### config.mk
export PLATFORM = sky130hd
export DESIGN_NAME = conv_tile_scheduler
export DESIGN_NICKNAME = d
export VERILOG_FILES = /design/src/rtl/conv_tile_scheduler.sv
export SDC_FILE = /design/constraint.sdc
export NUM_CORES = 1
export LEC_CHECK = 0
export CORE_MARGIN = 2
export CORE_UTILIZATION = 40
export CTS_CLUSTER_SIZE = 24
export DETAILED_ROUTE_END_ITERATION = 7
export SETUP_SLACK_MARGIN = 0.3
export SLEW_MARGIN = 20
export SYNTH_ARGS = -nofsm -noshare
export SYNTH_HDL_FRONTEND = slang
export SYNTH_SLANG_ARGS = --single-unit
### constraint.sdc
create_clock -name clk -period 4.65 [get_ports clk]
set_input_delay 0.93 -clock clk [delete_from_list [all_inputs] [get_ports clk]]
set_output_delay 0.93 -clock clk [all_outputs]
set_load 0.01 [all_outputs]
### src/rtl/conv_tile_scheduler.sv
// rtl/conv_tile_scheduler.sv - raster-order tile scheduler driving a 4x4-output conv engine
// Optional busy-cycle counter output enabled by macro CONV_SCHED_PERF_EN.
module conv_tile_scheduler #(
    parameter int IDX_W    = 4,
    parameter int WAIT_MAX = 255
) (
    input  logic             clk,
    input  logic             rst,
    input  logic             cmd_valid,
    output logic             cmd_ready,
    input  logic [IDX_W-1:0] cmd_tiles_x,
    input  logic [IDX_W-1:0] cmd_tiles_y,
    output logic             load_req,
    input  logic             load_ack,
    output logic [IDX_W-1:0] tile_row,
    output logic [IDX_W-1:0] tile_col,
    output logic             conv_clr,
    output logic             conv_start,
    input  logic             conv_done,
    output logic             wb_valid,
    input  logic             wb_ready,
    output logic             busy,
    output logic             frame_done,
    output logic             timeout_err
`ifdef CONV_SCHED_PERF_EN
    ,
    output logic [15:0]      perf_busy_cycles
`endif
);

    localparam int CNT_W = $clog2(WAIT_MAX + 1);

    typedef enum logic [2:0] {
        IDLE,
        LOAD,
        CLR,
        START,
        WAIT,
        WB
    } state_t;

    state_t           state;
    state_t           state_n;
    logic [IDX_W-1:0] last_row;
    logic [IDX_W-1:0] last_col;
    logic [CNT_W-1:0] wait_cnt;
    logic             timeout_hit;
    logic             wb_fire;
    logic             last_tile;
    logic             accept;

    assign accept    = (state == IDLE) && cmd_valid;
    assign wb_fire   = (state == WB) && wb_ready;
    assign last_tile = (tile_row == last_row) && (tile_col == last_col);

    always_ff @(posedge clk or posedge rst) begin
        if (rst) begin
            state <= IDLE;
        end else begin
            state <= state_n;
        end
    end

    // wait_cnt == 0 marks the first WAIT cycle, where a stale conv_done is ignored
    always_comb begin
        state_n     = state;
        timeout_hit = 1'b0;
        case (state)
            IDLE:  if (cmd_valid) state_n = LOAD;
            LOAD:  if (load_ack) state_n = CLR;
            CLR:   state_n = START;
            START: state_n = WAIT;
            WAIT: begin
                if ((wait_cnt != '0) && conv_done) begin
                    state_n = WB;
                end else if (wait_cnt == CNT_W'(WAIT_MAX - 1)) begin
                    state_n     = WB;
                    timeout_hit = 1'b1;
                end
            end
            WB:    if (wb_ready) state_n = last_tile ? IDLE : LOAD;
            default: state_n = IDLE;
        endcase
    end

    // Outputs are registered from the next state so they line up with the state register
    always_ff @(posedge clk or posedge rst) begin
        if (rst) begin
            cmd_ready   <= 1'b1;
            load_req    <= 1'b0;
            conv_clr    <= 1'b0;
            conv_start  <= 1'b0;
            wb_valid    <= 1'b0;
            busy        <= 1'b0;
            frame_done  <= 1'b0;
            timeout_err <= 1'b0;
        end else begin
            cmd_ready  <= (state_n == IDLE);
            load_req   <= (state_n == LOAD);
            conv_clr   <= (state_n == CLR);
            conv_start <= (state_n == START);
            wb_valid   <= (state_n == WB);
            busy       <= (state_n != IDLE);
            frame_done <= wb_fire && last_tile;
            if (timeout_hit) begin
                timeout_err <= 1'b1;
            end
        end
    end

    always_ff @(posedge clk or posedge rst) begin
        if (rst) begin
            wait_cnt <= '0;
        end else if (state == START) begin
            wait_cnt <= '0;
        end else if (state == WAIT) begin
            wait_cnt <= wait_cnt + 1'b1;
        end
    end

    // A tile count of zero is treated as one, so the last index saturates at zero
    always_ff @(posedge clk or posedge rst) begin
        if (rst) begin
            last_row <= '0;
            last_col <= '0;
            tile_row <= '0;
            tile_col <= '0;
        end else if (accept) begin
            last_row <= (cmd_tiles_y == '0) ? '0 : cmd_tiles_y - 1'b1;
            last_col <= (cmd_tiles_x == '0) ? '0 : cmd_tiles_x - 1'b1;
            tile_row <= '0;
            tile_col <= '0;
        end else if (wb_fire && !last_tile) begin
            if (tile_col == last_col) begin
                tile_col <= '0;
                tile_row <= tile_row + 1'b1;
            end else begin
                tile_col <= tile_col + 1'b1;
            end
        end
    end

`ifdef CONV_SCHED_PERF_EN
    always_ff @(posedge clk or posedge rst) begin
        if (rst) begin
            perf_busy_cycles <= '0;
        end else if (accept) begin
            perf_busy_cycles <= '0;
        end else if (busy && (perf_busy_cycles != 16'hFFFF)) begin
            perf_busy_cycles <= perf_busy_cycles + 16'd1;
        end
    end
`endif

endmodule

Word-level counts from Yosys, hierarchy flattened
Index checks and enable logic that the tools add are counted.

Flip-flop bits (word level): 35. Bits in latches: 0. RAM bits: 0. Memory bits (read-only): 0. Bits of input ports: 14. Output and inout port bits: 16. Word-level logic and storage cells: 68. Memories: 0.

$add $sub $neg: 5. Multipliers: 0. Divide/modulo/power cells: 0. $lt $le $gt $ge: 0. Eq/ne operators: 12. Shift operators: 0. Multiplexer cells: 20. Bitwise logic cells: 0. Reductions and logical operators: 17.

Operators by type and width (number): $mux W4 (8); $pmux W3 S6 (1); $mux W8 (2); $mux W3 (5); $eq A3 B2 Y1 const B (4); $eq A3 B3 Y1 const B (3); $add A4 B1 Y4 const B (2); $add A8 B1 Y8 const B (1); $eq A4 B4 Y1 (2); $eq A8 B8 Y1 const B (1); $logic_not A4 Y1 (2); $reduce_bool A8 Y1 (1); $sub A4 B1 Y4 const B (2); $eq A3 B1 Y1 const B (2); $logic_and A1 B1 Y1 (6); $logic_not A3 Y1 (2); $reduce_bool A2 Y1 (3); $mux W1 (4); $reduce_bool A3 Y1 (1); $reduce_and A2 Y1 (1); $logic_not A1 Y1 (1).

Depth between registers and ports, before layout
Gate-level depths: netlist (run 1).

Depth in word-level cells: 6. Mapped depth: 6. Depth with buffers taken out: 5.

Worst setup path after synthesis (run 1)
Ideal clock, no wire load.

Path type: in2reg. Start point: input load_ack. End point: register busy. Setup time: 0.134 ns. Arrival: 1.732 ns. Data required time: 4.516 ns. Slack: 2.784 ns. Stages on the path: 4. Buffers on the path: 0. Path through: and4bb_2 a21o_1 or2_2 nand3b_1.

Longest elaborated chain between the ends: 3.

RTL lines: from (decl) (line 14) `input logic load_ack,`; $mux W3 (line 70) `LOAD: if (load_ack) state_n = CLR;`; $pmux W3 S6 (line 68) `case (state)`; named net state_n[1] (line 43) `state_t state_n;`; $reduce_bool A3 Y1 (line 103) `busy <= (state_n != IDLE);`; to (signal assigned) (line 103); to (decl) (line 22) `output logic busy,`.

The timed path passes the listed nets, and every way through them passes these cells. A chain may end at the register's enable or synchronous reset.

Worst setup path in the final report (run 1)
Start point: register tile_row[0]. End point: output tile_row[0].

RTL lines: from (decl) (line 15) `output logic [IDX_W-1:0] tile_row,`; from (signal assigned) (line 136) `tile_row <= tile_row + 1'b1;`.

No word-level cell between the ends.

==> metrics.log, run 1 <==
[metrics] result of the run: complete, no violations
[metrics] number of synthesized flops with an enable pin: 0
[metrics] Startpoint Class: flip-flop
[metrics] number of max-cap violations: 0
[metrics] I/O Buffers: 29
[metrics] number of routed nets with antenna violations: 0
[metrics] cell area after layout: ~0.0023 mm²
[metrics] Pwr Total: 1.22 mW
[metrics] Syn Nets: about 200
[metrics] final weighted congestion in routability-driven placement: 0.820
[metrics] placed cell areas: 0.00216 mm²
[metrics] critical setup path kind: reg -> out
[metrics] endpoint kind of the worst setup timing path: primary output
[metrics] syn avg cell area: a little over 10 µm²
[metrics] antenna violations before repair: 0
[metrics] count of final max-slew check failures: 0
[metrics] Data required, critical path: roughly 3700 ps
[metrics] hold violation total from the final report: 0
[metrics] ranking of synthesized cells by area: dfrtp_1 46%, nand2_1 4.9%, xnor2_1 3.8%
[metrics] Worst Path Max Fanout: 6
[metrics] number of vias per cell after detailed routing: ~5.6
[metrics] peak per-stage delay on the critical path: 580 ps
[metrics] worst skew pair latency: ~280 ps
[metrics] kind of cell with the highest combined delay on the critical path: buffers and inverters
[metrics] FMAX: around 440 MHz
[metrics] Max Clock Skew: roughly 3.6 ps
[metrics] # Post-CTS Setup Buffers: 0
[metrics] number of sinks handled by clock tree synthesis: 35
[metrics] library cell with the largest summed area after synthesis: dfrtp_1
[metrics] number of warnings issued by yosys: 0
[metrics] maximum number of pins on one net before global-route repair: 28
[metrics] final routed wirelength across all metal layers: between 3000 and 4000 µm
[metrics] via count of the first global-routing pass: approximately 1,400
[metrics] starting density of the core: a little over two fifths
[metrics] cell breakdown of the critical path: clkdlybuf4s50_1
[metrics] num rows: 24
[metrics] final cycle utilization of the critical path: 48.5%
[metrics] Worst-Margin Slew: approximately 580 ps
[metrics] clock tree from TritonCTS: built
[metrics] via total after detailed routing: approximately 1,500
[metrics] Die Wd: approximately 72 µm
[metrics] CTS Root Buffer Type: clkbuf_8
[metrics] wire length of the first global-routing pass: roughly 6600 µm
[metrics] ports placed on the boundary: 30
[metrics] proportion of synthesized flip-flops having asynchronous set or reset: between 90% and 100%
[metrics] violation count after the first detailed-routing iteration: about 120
[metrics] iteration count of the initial detailed-routing pass: 4
[metrics] H-tree levels: 2
[metrics] unrepaired setup endpoints after global routing: false
[metrics] Die ar.: about 0.0052 mm²
[metrics] Setup-failing EPs final: 0
[metrics] vertical die dimension: 71.9 µm
[metrics] area fraction of the dominant cell type after synthesis: between 40% and 50%
[metrics] half-perimeter wire length after detailed placement: approximately 2800 µm
[metrics] portion of the post-synthesis area used by sequential elements: 47.6%
[metrics] number of buffers inserted during clock tree synthesis: 5
[metrics] Area growth syn-to-layout: 22.7%
[metrics] maximum vdd drop: about 0.00025 V
[metrics] clock transition time at the flip-flop clock pins of the worst setup and hold paths: 70 ps
[metrics] leakage power: roughly 0.95 nW
[metrics] class of the tightest hold or removal check: reg -> reg
[metrics] count of unique library cells instantiated by Yosys: 47
[metrics] proportion of layout cells with a drive suffix above 1: between 10% and 20%
[metrics] Final Core Density: about half
[metrics] total track usage: around 16%
[metrics] post-layout minimum cycle time: ~2300 ps
[metrics] number of fill cells in the layout: just under 400
[metrics] Clock Tree Buf Depth: 2
[metrics] summed negative setup slack over all endpoints: 0 ps
[metrics] Data arrival, critical path: 1330 ps
[metrics] cell area after synthesis: between 0.0015 and 0.002 mm²
[metrics] Rel. slew slack: around 60%
[metrics] Crit path buffers/inverters: 1
[metrics] Worst R2R Setup Slack: about 2800 ps
[metrics] gate count after technology mapping: approximately 180
[metrics] core region area: ~0.0044 mm²
[metrics] count of cells resized by post-cts repair: 0
[metrics] flops & latches, synth: 35
[metrics] number of nets in the layout: ~230
[metrics] ant diodes: 0
[metrics] main flop type after synthesis: dfrtp_1
[metrics] gr ovfl total: 0
[metrics] DR WL/cell: between 10 and 15 µm
[metrics] PwrDens: 538 mW/mm²
[metrics] number of hold buffers added after cts: 0
[metrics] Crit-path slowest cell: clkdlybuf4s50_1
[metrics] Residual DRC: 0
-- metal layers --
metal	up-vias	share of wire (%)	global-route usage (%)	wire length, µm
met2	35	47	25.7	1820
met4	0	0.31	3.98	12
li1	727	-	-	-
met5	-	0	0	0
met3	2	5.3	4.86	202
met1	690	47	21.4	1800
-- through the flow --
step / hold WS, ps / worst slack (ps) / instances
after floorplan: 460 / 2780 / 178
after global placement: 452 / 2170 / 253
after detailed placement: 460 / 2170 / 253
after CTS: 481 / 2370 / 261
after global routing: 502 / 2310 / 261
final: 477 / 2390 / 261
-- state kept, by name (all words and copies together), names as in the netlist, 3 cells and up --
register and flops:
last_col 4, wait_cnt 8, tile_col 4, tile_row 4
state 3, last_row 4
-- cells in the mapped netlist (4+ instances only) --
master and count:
o31ai_1 5, ha_1 5, xnor2_1 8, nor3_1 6, nor2_1 9, a21oi_1 4, nand4_1 8, o311ai_0 5
nand3_1 4, mux2i_1 5, dfrtp_1 34, inv_1 5, o21ai_0 10, nand2_1 24
-- cells by family after synthesis --
group	count (synthesis)	synth area share (%)
mux	5	2.71
xor+xnor	8	3.80
fa+ha+maj	5	3.39
flops	35	47.6
simple gates	72	22.3
compound gates	41	16.8
buf+inv	12	3.39
-- path summary, 6_finish.rpt --
| check | from | end | cells past startpoint |
|---|---|---|---|
| min | timeout_err | timeout_err | 1 |
| min reg2reg | timeout_err | timeout_err | 1 |
| max reg2reg | state[0] | tile_col[2] | 3 |
| max in group asynchronous | rst | wait_cnt[4] | 3 |
| min in group asynchronous | rst | last_row[3] | 2 |
| max | tile_row[0] | tile_row[0] | 1 |
-- power breakdown --
part	total [mW]	switching, mW	internal [mW]
clock network	0.238	0.103	0.135
logic	0.482	0.247	0.235
registers	0.499	0.103	0.396
total	1.22	0.452	0.766
-- final cells by class --
class | count | area [µm²] | area share [%]
Inverter | 5 | 18.8 | 0.829
Tap cell | 52 | 65.1 | 2.87
Clock buffer | 8 | 100 | 4.42
Sequential cell | 35 | 877 | 38.8
Multi-Input combinational cell | 131 | 905 | 40.0
Timing Repair Buffer | 30 | 298 | 13.2
-- worst reg2reg max path, delay by kind of cell, from the launching register on --
| kind | cells | cell delay [ps] |
|---|---|---|
| and+or+nand+nor | 2 | 750 |
| AOI/OAI and AO/OA | 1 | 480 |
| DFF | 1 | 500 |
-- cells in the final DEF, fill, tap and decap left out, types with 2 or more instances in the layout --
master,n
dfrtp_1,34
clkdlybuf4s50_1,29
nand2_1,24
o21ai_0,10
nor2_1,9
xnor2_1,8
nand4_1,8
clkbuf_8,7
nor3_1,6
o31ai_1,5
o311ai_0,5
mux2i_1,5
ha_1,5
inv_1,4
nand3_1,4
a21oi_1,4
a31oi_1,3
or2_2,3
and3_1,2
or4b_2,2
and4_1,2
nor4b_1,2
a311o_1,2
nand3b_1,2
(Power assumes the default switching activity.)
==> run 2, diff against run 1 <==
--- a/config.mk
+++ b/config.mk
@@ -9,6 +9,7 @@
 export CORE_UTILIZATION = 40
 export CTS_CLUSTER_SIZE = 24
 export DETAILED_ROUTE_END_ITERATION = 7
+export PLACE_DENSITY = 0.65
 export SETUP_SLACK_MARGIN = 0.3
 export SLEW_MARGIN = 20
 export SYNTH_ARGS = -nofsm -noshare
==> constraint.sdc (replaced) <==
create_clock -name clk -period 2 [get_ports clk]
set_input_delay 0.4 -clock clk [delete_from_list [all_inputs] [get_ports clk]]
set_output_delay 0.4 -clock clk [all_outputs]
set_load 0.01 [all_outputs]
==> run 2 against run 1 <==
Global-route usage rose by 1.1 points. First-iteration DRC count fell by 5.9%. Non-clock buffer count rose by 13. Critical path depth rose by 4. Via count rose by 8.3%. Register-to-register slack got worse by 2500 ps. Cell count rose by 5.0%. Largest cell class unchanged.
==> metrics.log, run 2 (synthesized netlist as in run 1, its figures left out) <==
[metrics] leakage power: 1.09 nW (was 0.955 nW)
[metrics] FMAX: 587 MHz
[metrics] final cycle utilization of the critical path: 85.2%
[metrics] number of routed nets with antenna violations: 0 (unchanged)
[metrics] core region area: 0.00438 mm² (unchanged)
[metrics] Data required, critical path: 2170 ps (was 3720 ps)
[metrics] count of final max-slew check failures: 0 (unchanged)
[metrics] vertical die dimension: 71.9 µm (unchanged)
[metrics] cell breakdown of the critical path: clkdlybuf4s50_1, and4b_1, nand4_1, o311ai_0, o31ai_1 (was clkdlybuf4s50_1)
[metrics] number of nets in the layout: 240 (was 227)
[metrics] number of fill cells in the layout: 389 (was 392)
[metrics] H-tree levels: 2 (unchanged)
[metrics] Clock Tree Buf Depth: 2 (unchanged)
[metrics] worst skew pair latency: 300 ps (was 280 ps)
[metrics] highest-count cells in the layout ignoring fill and taps: 28 x dfrtp_1, 24 x nand2_1, 23 x clkdlybuf4s50_1 (was 34 x dfrtp_1, 29 x clkdlybuf4s50_1, 24 x nand2_1)
[metrics] combined area of the multi-input logic cells: 910 µm² (was 905 µm²)
[metrics] register with the most flip-flops: wait_cnt (unchanged)
[metrics] antenna violations before repair: 0 (unchanged)
[metrics] half-perimeter wire length after detailed placement: 2890 µm (was 2800 µm)
[metrics] clock transition time at the flip-flop clock pins of the worst setup and hold paths: 80 ps (was 70 ps)
[metrics] post-layout minimum cycle time: roughly 1700 ps
[metrics] class of the tightest hold or removal check: reg -> reg (unchanged)
[metrics] via total after detailed routing: 1,574 (was 1,454)
[metrics] number of max-cap violations: 0 (unchanged)
[metrics] number of sinks handled by clock tree synthesis: 35 (unchanged)
[metrics] violation count after the first detailed-routing iteration: 112 (was 119)
[metrics] total track usage: 17.2% (was 16.0%)
[metrics] Crit-path slowest cell: clkdlybuf4s50_1 (unchanged)
[metrics] critical setup path kind: in -> reg (was reg -> out)
[metrics] maximum vdd drop: 0.000455 V (was 0.000246 V)
[metrics] Startpoint Class: primary input (was flip-flop)
[metrics] number of flip-flops in the largest register: 8 (unchanged)
[metrics] I/O Buffers: 29 (unchanged)
[metrics] Setup-failing EPs final: 0 (unchanged)
[metrics] Residual DRC: 0 (unchanged)
[metrics] proportion of layout cells with a drive suffix above 1: 20.3% (was 11.5%)
[metrics] hold violation total from the final report: 0 (unchanged)
[metrics] Die ar.: 0.00517 mm² (unchanged)
[metrics] result of the run: complete, no violations (unchanged)
[metrics] Final Core Density: 54.5% (was 51.6%)
[metrics] gr ovfl total: 0 (unchanged)
[metrics] ports placed on the boundary: 30 (unchanged)
[metrics] num rows: 24 (unchanged)
[metrics] iteration count of the initial detailed-routing pass: 4 (unchanged)
[metrics] via count of the first global-routing pass: 1,490 (was 1,430)
[metrics] peak per-stage delay on the critical path: 530 ps (was 580 ps)
[metrics] number of vias per cell after detailed routing: 5.74 (was 5.57)
[metrics] Worst Path Max Fanout: 4 (was 6)
[metrics] final routed wirelength across all metal layers: 4310 µm (was 3840 µm)
[metrics] wire length of the first global-routing pass: 6960 µm (was 6560 µm)
[metrics] PwrDens: 1270 mW/mm² (was 538 mW/mm²)
[metrics] Die Wd: 71.9 µm (unchanged)
[metrics] number of buffers inserted during clock tree synthesis: 5 (unchanged)
[metrics] Area growth syn-to-layout: 29.5% (was 22.7%)
[metrics] CTS Root Buffer Type: clkbuf_8 (unchanged)
[metrics] flip-flop and latch area: 885 µm² (was 877 µm²)
[metrics] Data arrival, critical path: 1870 ps (was 1330 ps)
[metrics] number of hold buffers added after cts: 0 (unchanged)
[metrics] maximum number of pins on one net before global-route repair: 36 (was 28)
[metrics] Worst-Margin Slew: 450 ps (was 578 ps)
[metrics] final weighted congestion in routability-driven placement: 0.848 (was 0.820)
[metrics] clock tree from TritonCTS: built (unchanged)
[metrics] DR WL/cell: 15.7 µm (was 14.7 µm)
[metrics] unrepaired setup endpoints after global routing: true (was false)
[metrics] most frequent standard cell in the layout excluding fill and tap cells: dfrtp_1 (unchanged)
[metrics] Rel. slew slack: 70.0% (was 61.4%)
[metrics] endpoint kind of the worst setup timing path: flip-flop (was primary output)
[metrics] Pwr Total: 3.03 mW (was 1.22 mW)
[metrics] ant diodes: 0 (unchanged)
[metrics] Max Clock Skew: 12.1 ps (was 3.57 ps)
[metrics] starting density of the core: 42.1% (unchanged)
==> run 2: cell types whose count changed in the layout (fill, tap and decap cells not counted), sizes merged <==
cell           previous run  this run
clkinvlp                  0         1
clkbuf                    8         7
clkdlybuf4s50            29        23
buf                       1        14
dlygate4sd2               0         1
dlymetal6s2s              0         5
==> run 2: critical path: cells and delay by family <==
kind                   cells  cell delay [ps]
buffers and inverters      1              530
AND/OR/NAND/NOR            2              480
AO/OA/AOI/OAI              2              460
==> run 2: final timing paths <==
check,from,endpoint,slack [ps],cells after the start
min reg2reg,timeout_err,timeout_err,480,1
max in group asynchronous,rst,tile_col[0],1150,3
min in group asynchronous,rst,tile_col[1],500,3
max,wb_ready,tile_row[3],300,5
max reg2reg,state[0],tile_row[3],340,4
min,timeout_err,timeout_err,480,1
==> run 2: final cells by class <==
type | instances | share of cell area (%)
clock inverter | 1 | 0.314
timing repair buffer | 43 | 17.0
inverter | 5 | 0.786
sequential | 35 | 37.0
clock buffer | 7 | 4.03
tap | 52 | 2.72
multi-input combinational | 131 | 38.1
==> run 2: stage by stage <==
step                hold WS, ps  instance area, µm²  cells  setup TNS, ps  setup slack [ps]
finish                      481                2390    274              0               296
global route                496                2390    274              0               245
CTS                         489                2300    265              0               286
detailed placement          472                2190    256          -8.61             -8.61
global placement            454                2190    256              0              92.5
floorplan                   460                1840    178              0               467
==> run 2: metal layers <==
layer  up-vias  GRT usage, %  wire length, µm
li1        751             -                -
met2        48          25.9             2080
met3         5          5.56              221
met5         -             0                0
met1       770          23.5             1960
met4         0          5.66               49
==> run 2: repair_timing <==
action,in CTS,in global routing
buffers inserted,1,9
setup endpoints to repair,9,21
pin swaps,1,2
resized for setup,6,8
==> run 2: power by group <==
group / internal (mW) / switching [mW]
logic: 0.648 / 0.642
clock network: 0.313 / 0.260
registers: 0.928 / 0.239
total: 1.89 / 1.14
